File: src/rtl/evt_barrier_injector_if.sv
// Event-stream types and the SNE_EVENT_STREAM handshake interface.
// src = producer side (drives valid/evt), dst = consumer side (drives ready).
package sne_evt_pkg;

  typedef enum logic [1:0] {
    EVT_UPDATE = 2'd0,
    EVT_TIME   = 2'd1,
    EVT_SYNC   = 2'd2,
    EVT_CTRL   = 2'd3
  } evt_op_e;

  typedef struct packed {
    evt_op_e    operation;
    logic [5:0] rsvd;
  } evt_synch_t;

  typedef struct packed {
    evt_synch_t synch;
    logic [7:0] data;
  } evt_t;

endpackage

interface SNE_EVENT_STREAM;
  import sne_evt_pkg::*;

  logic valid;
  logic ready;
  evt_t evt;

  modport src    (output valid, evt, input ready);
  modport dst    (input valid, evt, output ready);
  modport master (output valid, evt, input ready);
  modport slave  (input valid, evt, output ready);
endinterface

File: src/rtl/evt_barrier_injector.sv
// Time-barrier injector: forwards an event stream and inserts EVT_TIME
// barriers periodically (period counter) or on a software pulse.
// Optional build macro SNE_BARRIER_INJ_DROP_UPSTREAM_EN: absorb upstream
// EVT_TIME beats so only locally injected barriers reach downstream.
module evt_barrier_injector
  import sne_evt_pkg::*;
#(
  parameter int unsigned CNT_W = 16
) (
  input  logic             clk_i,
  input  logic             rst_ni,
  input  logic             enable_i,
  input  logic [CNT_W-1:0] period_i,
  input  logic             force_barrier_i,
  input  logic             clr_i,
  SNE_EVENT_STREAM.dst     evt_stream_dst,
  SNE_EVENT_STREAM.src     evt_stream_src,
  output logic             pending_o,
  output logic             overrun_o,
  output logic [CNT_W-1:0] barrier_cnt_o
);

  typedef enum logic {PASS, INJECT} state_e;

  localparam logic [CNT_W-1:0] ONE = CNT_W'(1);
  localparam evt_t BARRIER_EVT = '{synch: '{operation: EVT_TIME, rsvd: '0}, data: '0};

  state_e           state_q, state_d;
  logic [CNT_W-1:0] cnt_q, cnt_d;
  logic             pending_q, pending_d;
  logic             overrun_q, overrun_d;
  logic [CNT_W-1:0] bar_cnt_q, bar_cnt_d;

  logic tick;
  logic req;
  logic bar_hs;
  logic pass_ready;
  logic stall;

  // Period counter: free-runs while enabled, wraps at period_i-1 and ticks.
  always_comb begin
    tick  = 1'b0;
    cnt_d = cnt_q;
    if (!enable_i || period_i == '0) begin
      cnt_d = '0;
    end else if (cnt_q == period_i - ONE) begin
      cnt_d = '0;
      tick  = 1'b1;
    end else begin
      cnt_d = cnt_q + ONE;
    end
  end

  // Stream muxing: passthrough in PASS, constant barrier beat in INJECT.
  always_comb begin
    pass_ready = evt_stream_src.ready;
    evt_stream_src.valid = evt_stream_dst.valid;
    evt_stream_src.evt   = evt_stream_dst.evt;
`ifdef SNE_BARRIER_INJ_DROP_UPSTREAM_EN
    if (evt_stream_dst.evt.synch.operation == EVT_TIME) begin
      pass_ready           = 1'b1;
      evt_stream_src.valid = 1'b0;
    end
`endif
    evt_stream_dst.ready = pass_ready;
    if (state_q == INJECT) begin
      evt_stream_src.valid = 1'b1;
      evt_stream_src.evt   = BARRIER_EVT;
      evt_stream_dst.ready = 1'b0;
    end
  end

  // Request bookkeeping and FSM next state; a stalled passthrough beat
  // (valid but not accepted) blocks the switch to INJECT so it is never dropped.
  always_comb begin
    req    = tick | force_barrier_i;
    bar_hs = (state_q == INJECT) && evt_stream_src.ready;
    stall  = evt_stream_dst.valid && !pass_ready;

    pending_d = bar_hs ? req : (pending_q | req);

    overrun_d = overrun_q;
    if (clr_i)                          overrun_d = 1'b0;
    else if (req && pending_q && !bar_hs) overrun_d = 1'b1;

    bar_cnt_d = bar_cnt_q;
    if (clr_i)       bar_cnt_d = '0;
    else if (bar_hs) bar_cnt_d = bar_cnt_q + ONE;

    state_d = state_q;
    unique case (state_q)
      PASS:    if (pending_q && !stall) state_d = INJECT;
      INJECT:  if (evt_stream_src.ready) state_d = PASS;
      default: state_d = PASS;
    endcase
  end

  // All state registers; asynchronous reset drops an in-flight barrier at once.
  always_ff @(posedge clk_i or negedge rst_ni) begin
    if (!rst_ni) begin
      state_q   <= PASS;
      cnt_q     <= '0;
      pending_q <= 1'b0;
      overrun_q <= 1'b0;
      bar_cnt_q <= '0;
    end else begin
      state_q   <= state_d;
      cnt_q     <= cnt_d;
      pending_q <= pending_d;
      overrun_q <= overrun_d;
      bar_cnt_q <= bar_cnt_d;
    end
  end

  assign pending_o     = pending_q;
  assign overrun_o     = overrun_q;
  assign barrier_cnt_o = bar_cnt_q;

endmodule

File: src/flat_wrapper.sv
// flat-port wrapper written by rule: the top's interface ports become plain ports
module evt_barrier_injector_flat import sne_evt_pkg::*;
#(
  parameter int unsigned CNT_W = 16
)
  (clk_i, rst_ni, enable_i, period_i, force_barrier_i, clr_i, pending_o, overrun_o, barrier_cnt_o, evt_stream_dst_valid, evt_stream_dst_evt, evt_stream_dst_ready, evt_stream_src_valid, evt_stream_src_evt, evt_stream_src_ready);
  SNE_EVENT_STREAM evt_stream_dst_i ();
  SNE_EVENT_STREAM evt_stream_src_i ();
  input  logic clk_i;
  input  logic rst_ni;
  input  logic enable_i;
  input  logic [CNT_W-1:0] period_i;
  input  logic force_barrier_i;
  input  logic clr_i;
  output logic pending_o;
  output logic overrun_o;
  output logic [CNT_W-1:0] barrier_cnt_o;
  input wire logic [$bits(evt_stream_dst_i.valid)-1:0] evt_stream_dst_valid;
  input wire logic [$bits(evt_stream_dst_i.evt)-1:0] evt_stream_dst_evt;
  output wire logic [$bits(evt_stream_dst_i.ready)-1:0] evt_stream_dst_ready;
  output wire logic [$bits(evt_stream_src_i.valid)-1:0] evt_stream_src_valid;
  output wire logic [$bits(evt_stream_src_i.evt)-1:0] evt_stream_src_evt;
  input wire logic [$bits(evt_stream_src_i.ready)-1:0] evt_stream_src_ready;
  assign evt_stream_dst_i.valid = evt_stream_dst_valid;
  assign evt_stream_dst_i.evt = evt_stream_dst_evt;
  assign evt_stream_dst_ready = evt_stream_dst_i.ready;
  assign evt_stream_src_valid = evt_stream_src_i.valid;
  assign evt_stream_src_evt = evt_stream_src_i.evt;
  assign evt_stream_src_i.ready = evt_stream_src_ready;
  evt_barrier_injector #(.CNT_W(CNT_W)) u_core (.clk_i(clk_i), .rst_ni(rst_ni), .enable_i(enable_i), .period_i(period_i), .force_barrier_i(force_barrier_i), .clr_i(clr_i), .evt_stream_dst(evt_stream_dst_i), .evt_stream_src(evt_stream_src_i), .pending_o(pending_o), .overrun_o(overrun_o), .barrier_cnt_o(barrier_cnt_o));
endmodule
File: config.mk
export PLATFORM = sky130hd
export DESIGN_NAME = evt_barrier_injector_flat
export DESIGN_NICKNAME = d
export VERILOG_FILES = /design/src/rtl/evt_barrier_injector_if.sv /design/src/rtl/evt_barrier_injector.sv /design/src/flat_wrapper.sv
export SDC_FILE = /design/constraint.sdc
export NUM_CORES = 1
export LEC_CHECK = 0
export ABC_AREA = 0
export CAP_MARGIN = 20
export CORE_AREA = 2 2 91 93
export CTS_CLUSTER_SIZE = 20
export DETAILED_ROUTE_END_ITERATION = 10
export DIE_AREA = 0 0 93 95
export MAX_ROUTING_LAYER = met4
export PLACE_DENSITY = 0.66
export SETUP_SLACK_MARGIN = 0.05
export SYNTH_ARGS = -nofsm -noshare
export SYNTH_HDL_FRONTEND = slang
export SYNTH_SLANG_ARGS = --single-unit
File: constraint.sdc
create_clock -name clk_i -period 2.9 [get_ports clk_i]
set_input_delay 0.87 -clock clk_i [delete_from_list [all_inputs] [get_ports clk_i]]
set_output_delay 0.87 -clock clk_i [all_outputs]
set_load 0.01 [all_outputs]
==> reports/qor.txt, run 1 <==
Setup repair after global routing missed its margin: true
Worst path cell trace: clkdlybuf4s50_1 > nor3_1 > buf_4 > nand4_2 > buf_4 > xnor2_1 > nor4_2 > o31ai_2 > o31a_1 > o2bb2ai_2
Via count of the first global-routing pass: 2258
Gr ovfl total: 0
Result of the run: finished, final reports clean
Flop and latch count out of synthesis: 35
Sw Share: 0.266
Comb pwr share: 0.243
Die Span Y: 95 um
Number of rows created at floorplan: 33
Full die area: 8840 um2
Worst hold path class: reg -> reg
Arrival time reported for the critical path endpoint: 3010 ps
Pin count of the biggest net entering global routing: 36
Syn Std Cell Area: 2310 um2
First-pass GRT wire length: 10.0 mm
Post-CTS Setup Inserts: 0
Max Root-Sink Buffers: 2
Number of unique standard cell types used by synthesis: 39
Post-route antenna net violation count: 0
Clk root buf: clkbuf_8
Required time of the critical path: 3120 ps
Die X: 93 um
Cell type group with the largest total delay on the critical path: buffers and inverters
Detailed Routing Iterations Pass 1: 4
Number of fill cells: 799
Max IR drop VDD: 0.235 mV
Share of post-route cells with drive strength above 1: 0.165
Synthesis Warnings: 0
Most common library cell in the layout ignoring fill and taps: clkdlybuf4s50_1
Clock tree from TritonCTS: done
Static Leak: 1.59 nW
Synthesized area per cell: 8.72 um2
Worst Path Max Fanout: 4
Synth Net Count: 307
Max capacitance violation total: 0
Kind of end point of the critical path: flip-flop
Crit path from: period_i[2]
Startpoint class of the critical path: input port
Dominant cell type by count on the critical path: buf_4
Wirelength, routed: 5.78 mm
Average wire length per cell after detail routing: 12.2 um
Minimum clock period: 2790 ps
Most frequent cells in the layout: clkdlybuf4s50_1 (50), nor2_1 (35), dfrtp_1 (35)
Detailed placer's ending HPWL: 4.50 mm
Setup Crit Path Kind: in -> reg
Antenna diode count: 0
Hold path start: u_core.overrun_o$_DFFE_PN0P_
Via count: 2179
Longest individual stage delay on the worst path: 490 ps
Number of setup violations in the final report: 0
Critical Path Slowest Stage Cell: clkdlybuf4s50_1
Critical R2R Launch: u_core.cnt_q[5]$_DFF_PN0_
Worst clock skew: 4.69 ps
Period utilisation layout: 0.964
Number of antenna violations at the first check in global routing: 0
CTS hold repair buffers: 0
Sequential fraction of design power: 0.441
I/O pin count: 75
Synthesized instance count: 265
Internal portion of total power: 883 uW
Post-placement worst setup slack: -357 ps
Relative max-transition margin: 0.609
Core Region: 7930 um2
Share of synthesized area occupied by flip-flops and latches: 0.379
Final Wtd Congestion: 0.917
Count of final hold-check violations: 0
Worst path bufs/invs: 3
Count of final max-slew check failures: 0
Num CTS Buffers: 5
Starting density of the core: 0.291
Detailed Route Iter0 Violations: 105
Routed vias/inst: 4.60
Transition time at the pin with the least slew margin: 586 ps
Max H-tree Level: 2
Detailed-route DRC error count: 0
Fraction of power consumed by the clock network: 0.316
Power per cell area: 339 nW/um2
Post-route setup slack: 105 ps
Global-route usage over all layers: 0.144
Switching power total: 321 uW
Clock sink total: 35
Worst skew pair latency: 280 ps
Net count reported at finish: 410
Clock transition time at the flip-flop clock pins of the worst setup and hold paths: 70 ps
Count of input and output buffers: 74
Max Freq: 358 MHz
Area added between synthesis and finish: 53.9%
Total power consumption of the routed design: 1.20 mW
[what timing repair did]
| action | in CTS | in global routing |
|---|---|---|
| resized for setup | 18 | 19 |
| endpoints found under the setup margin | 33 | 21 |
| gates cloned | 0 | 0 |
| pin swaps | 0 | 7 |
[state kept, by name, summed over array words and instances, names as in the netlist]
name / cells
u_core.barrier_cnt_o: 16
u_core.cnt_q: 16
u_core.overrun_o: 1
u_core.pending_o: 1
u_core.state_q: 1
[layout make-up]
class,instances,area (um2),area share
multi-input combinational,214,1430,0.403
timing repair buffer,105,990,0.278
sequential,35,876,0.246
tap,105,131,0.0370
clock buffer,8,100,0.0282
inverter,7,26.3,0.00739
[power groups by stage]
stage                     clock (mW)  sequential [mW]  combinational [mW]
final                          0.381            0.530               0.293
after global routing           0.414            0.535               0.321
after CTS                      0.394            0.532               0.295
after detailed placement           0            0.541               0.310
after global placement             0            0.539               0.307
after floorplan                    0            0.525               0.126
[cells in the mapped netlist, drive strengths merged]
cell      n  area [um2]
xnor2    17         149
o21ai     7        35.0
nor4      7        65.1
a31oi     1        6.26
o2bb2ai   1        15.0
a311oi    1        8.76
or3       7        43.8
nand2b    3        18.8
clkbuf    8        30.0
o21bai    1        18.8
o31a      3        26.3
inv       7        26.3
xor2     26         228
nand2    27         101
o311a     1        10.0
nor3      8        51.3
dfrtp    35         876
nor2b    18         113
nand3b    1        7.51
or2       3        18.8
a211o     2        17.5
nand4b    3        26.3
buf       1        11.3
o31ai     2        15.0
and3b     1        10.0
and2      1        6.26
o211ai    1        12.5
nand3    14        70.1
and3      5        31.3
nor2     36         135
nand4     5        37.5
a221oi    1        8.76
a21oi     7        35.0
ha        3        37.5
a211oi    1        7.51
[stage by stage]
step           instance area [um2]   util  TNS (ps)  hold slack, ps  std cells
5_1_grt                       3550  0.448         0             536        474
3_3_place_gp                  3390  0.427     -3500             487        466
3_5_place_dp                  3390  0.427     -5730             488        466
2_1_floorplan                 2310      -         0             483        265
6_report                      3550  0.448         0             517        474
4_1_cts                       3480  0.439         0             515        474
[layer usage]
layer | vias up | GRT usage | wire, um
met5 | - | - | 0
met2 | 51 | 0.236 | 2790
met3 | 9 | 0.0311 | 262
met4 | 0 | 0.0404 | 83
li1 | 1110 | - | -
met1 | 1009 | 0.181 | 2640
[cell families (layout without fill, tap and decap cells)]
kind of cell,count (synthesis),after routing,share of synthesized area
flops,35,35,0.379
simple gates,139,139,0.319
buf+inv,16,120,0.0293
compound gates,29,29,0.0937
fa+ha+maj,3,3,0.0163
xor+xnor,43,43,0.163
[final timing paths]
| check | to | slack (ps) | cells after the start |
|---|---|---|---|
| worst min-delay path | u_core.overrun_o$_DFFE_PN0P_ | 520 | 1 |
| worst max register to register | u_core.overrun_o$_DFFE_PN0P_ | 890 | 7 |
| worst min register to register | u_core.overrun_o$_DFFE_PN0P_ | 520 | 1 |
| min in group asynchronous | u_core.barrier_cnt_o[12]$_DFFE_PN0P_ | 990 | 2 |
| worst max-delay path | u_core.overrun_o$_DFFE_PN0P_ | 110 | 10 |
| max in group asynchronous | u_core.cnt_q[3]$_DFF_PN0_ | 1600 | 2 |
Note: power is estimated with default switching activity, not from simulation.
==> run 2, diff against run 1 <==
--- a/config.mk
+++ b/config.mk
@@ -12,7 +12,7 @@
 export DETAILED_ROUTE_END_ITERATION = 10
 export DIE_AREA = 0 0 93 95
 export MAX_ROUTING_LAYER = met4
-export PLACE_DENSITY = 0.66
+export PLACE_DENSITY = 0.59
 export SETUP_SLACK_MARGIN = 0.05
 export SYNTH_ARGS = -nofsm -noshare
 export SYNTH_HDL_FRONTEND = slang
==> run 2 against run 1 <==
Net effect:
- flip-flop and latch count stayed put
- die area unchanged
- clock skew shrank 0.82 ps
- via count up 0.32%
- hold slack worse by 15 ps
- register-to-register slack better by 30 ps
- first-iteration DRC count increased by 37%
- clock power increased by 19%
- combinational power barely moved
- critical path type is now in -> out
- largest cell class unchanged
==> reports/qor.txt, run 2 (synthesized netlist as in run 1, its figures left out) <==
Max Root-Sink Buffers: 2
Result of the run: finished, final reports clean
Count of input and output buffers: 74
Number of rows created at floorplan: 33
Max capacitance violation total: 0
Die Span Y: 95 um
Starting density of the core: 0.291
Detailed Route Iter0 Violations: 144
Required time of the critical path: 2030 ps
Kind of end point of the critical path: primary output
Worst path cell trace: clkdlybuf4s50_1 > or2_2 > dlygate4sd2_1
Clock transition time at the flip-flop clock pins of the worst setup and hold paths: 70 ps
Worst clock skew: 3.87 ps
Period utilisation layout: 0.934
Critical Path Slowest Stage Cell: clkdlybuf4s50_1
Most frequent cells in the layout: clkdlybuf4s50_1 (46), nor2_1 (36), dfrtp_1 (35)
Routed vias/inst: 4.59
Max IR drop VDD: 0.279 mV
Worst Path Max Fanout: 2
Full die area: 8840 um2
Static Leak: 1.63 nW
Number of antenna violations at the first check in global routing: 0
Antenna diode count: 0
Post-placement worst setup slack: -292 ps
Most common library cell in the layout ignoring fill and taps: clkdlybuf4s50_1
Number of setup violations in the final report: 0
Net count reported at finish: 412
Post-route setup slack: 192 ps
Worst skew pair latency: 280 ps
Post-layout util: 0.453
Share of post-route cells with drive strength above 1: 0.170
Total power consumption of the routed design: 1.28 mW
Arrival time reported for the critical path endpoint: 1840 ps
Longest individual stage delay on the worst path: 410 ps
Transition time at the pin with the least slew margin: 612 ps
Wirelength, routed: 6.13 mm
Worst hold path class: reg -> reg
Pin count of the biggest net entering global routing: 36
Detailed Routing Iterations Pass 1: 4
Average wire length per cell after detail routing: 12.9 um
Via count: 2186
Via count of the first global-routing pass: 2235
Detailed placer's ending HPWL: 4.54 mm
Core Region: 7930 um2
Final Wtd Congestion: 0.879
Power per cell area: 356 nW/um2
Cell type group with the largest total delay on the critical path: buffers and inverters
Setup Crit Path Kind: in -> out
Die X: 93 um
Minimum clock period: 2710 ps
CTS hold repair buffers: 0
I/O pin count: 75
First-pass GRT wire length: 10.2 mm
Gr ovfl total: 0
Setup repair after global routing missed its margin: false
Detailed-route DRC error count: 0
Clock tree from TritonCTS: done
Clk root buf: clkbuf_8
Count of final hold-check violations: 0
Startpoint class of the critical path: input port
Max Freq: 369 MHz
Relative max-transition margin: 0.592
Max H-tree Level: 2
Clock sink total: 35
Worst path bufs/invs: 2
Post-route antenna net violation count: 0
Count of final max-slew check failures: 0
Area added between synthesis and finish: 55.5%
Num CTS Buffers: 5
Global-route usage over all layers: 0.146
==> run 2: cell count changes in the layout (fill, tap and decap cells not counted), sizes merged, moves of 2 or more <==
cell,change
clkdlybuf4s50,-4
dlymetal6s2s,+3
buf,+2
clkbuf,-2
==> run 2: final timing paths <==
check,from,cells after the start,to,slack (ps)
min in group asynchronous,rst_ni,2,u_core.barrier_cnt_o[9]$_DFFE_PN0P_,990
min,u_core.overrun_o$_DFFE_PN0P_,1,u_core.overrun_o$_DFFE_PN0P_,500
min reg2reg,u_core.overrun_o$_DFFE_PN0P_,1,u_core.overrun_o$_DFFE_PN0P_,500
max reg2reg,u_core.state_q$_DFF_PN0_,4,u_core.barrier_cnt_o[14]$_DFFE_PN0P_,920
max in group asynchronous,rst_ni,2,u_core.cnt_q[4]$_DFF_PN0_,1590
max,evt_stream_dst_valid,3,evt_stream_src_valid,190
==> run 2: layer usage <==
metal	GRT usage	vias up	wire [um]
met1	0.190	1025	2910
li1	-	1109	-
met4	0.0282	0	37
met3	0.0287	6	235
met2	0.239	46	2950
met5	-	-	0
==> run 2: worst register-to-register path, delay by kind of cell, from the launching register on <==
| family | cells | cell delay, ps |
|---|---|---|
| DFF | 1 | 730 |
| and+or+nand+nor | 2 | 600 |
| AOI/OAI and AO/OA | 2 | 580 |
==> run 2: what timing repair did <==
| item | CTS | global route |
|---|---|---|
| setup endpoints to repair | 33 | 20 |
| pin swaps | 0 | 8 |
| resized for setup | 17 | 25 |
| endpoints found under the hold margin | 0 | 0 |
| buffers inserted | 0 | 1 |
==> run 2: cell type report <==
class	instances	area (um2)
Clock buffer	6	82.6
Timing Repair Buffer	107	1010
Clock inverter	2	35.0
Tap cell	105	131
Sequential cell	35	876
Multi-Input combinational cell	214	1430
Inverter	7	26.3
Fill cell	790	4340
==> run 2: metrics by stage <==
step	cells	hold WS, ps	cell area, um2	TNS (ps)
final	476	502	3590	0
after global routing	476	539	3590	0
after floorplan	265	483	2310	0
after global placement	467	482	3390	-3930
after CTS	475	502	3490	0
after detailed placement	467	480	3390	-4490
==> run 2: power breakdown <==
group	switching [mW]	internal [mW]	total, mW
clock	0.176	0.278	0.454
sequential	0.0293	0.501	0.530
combinational	0.129	0.166	0.295
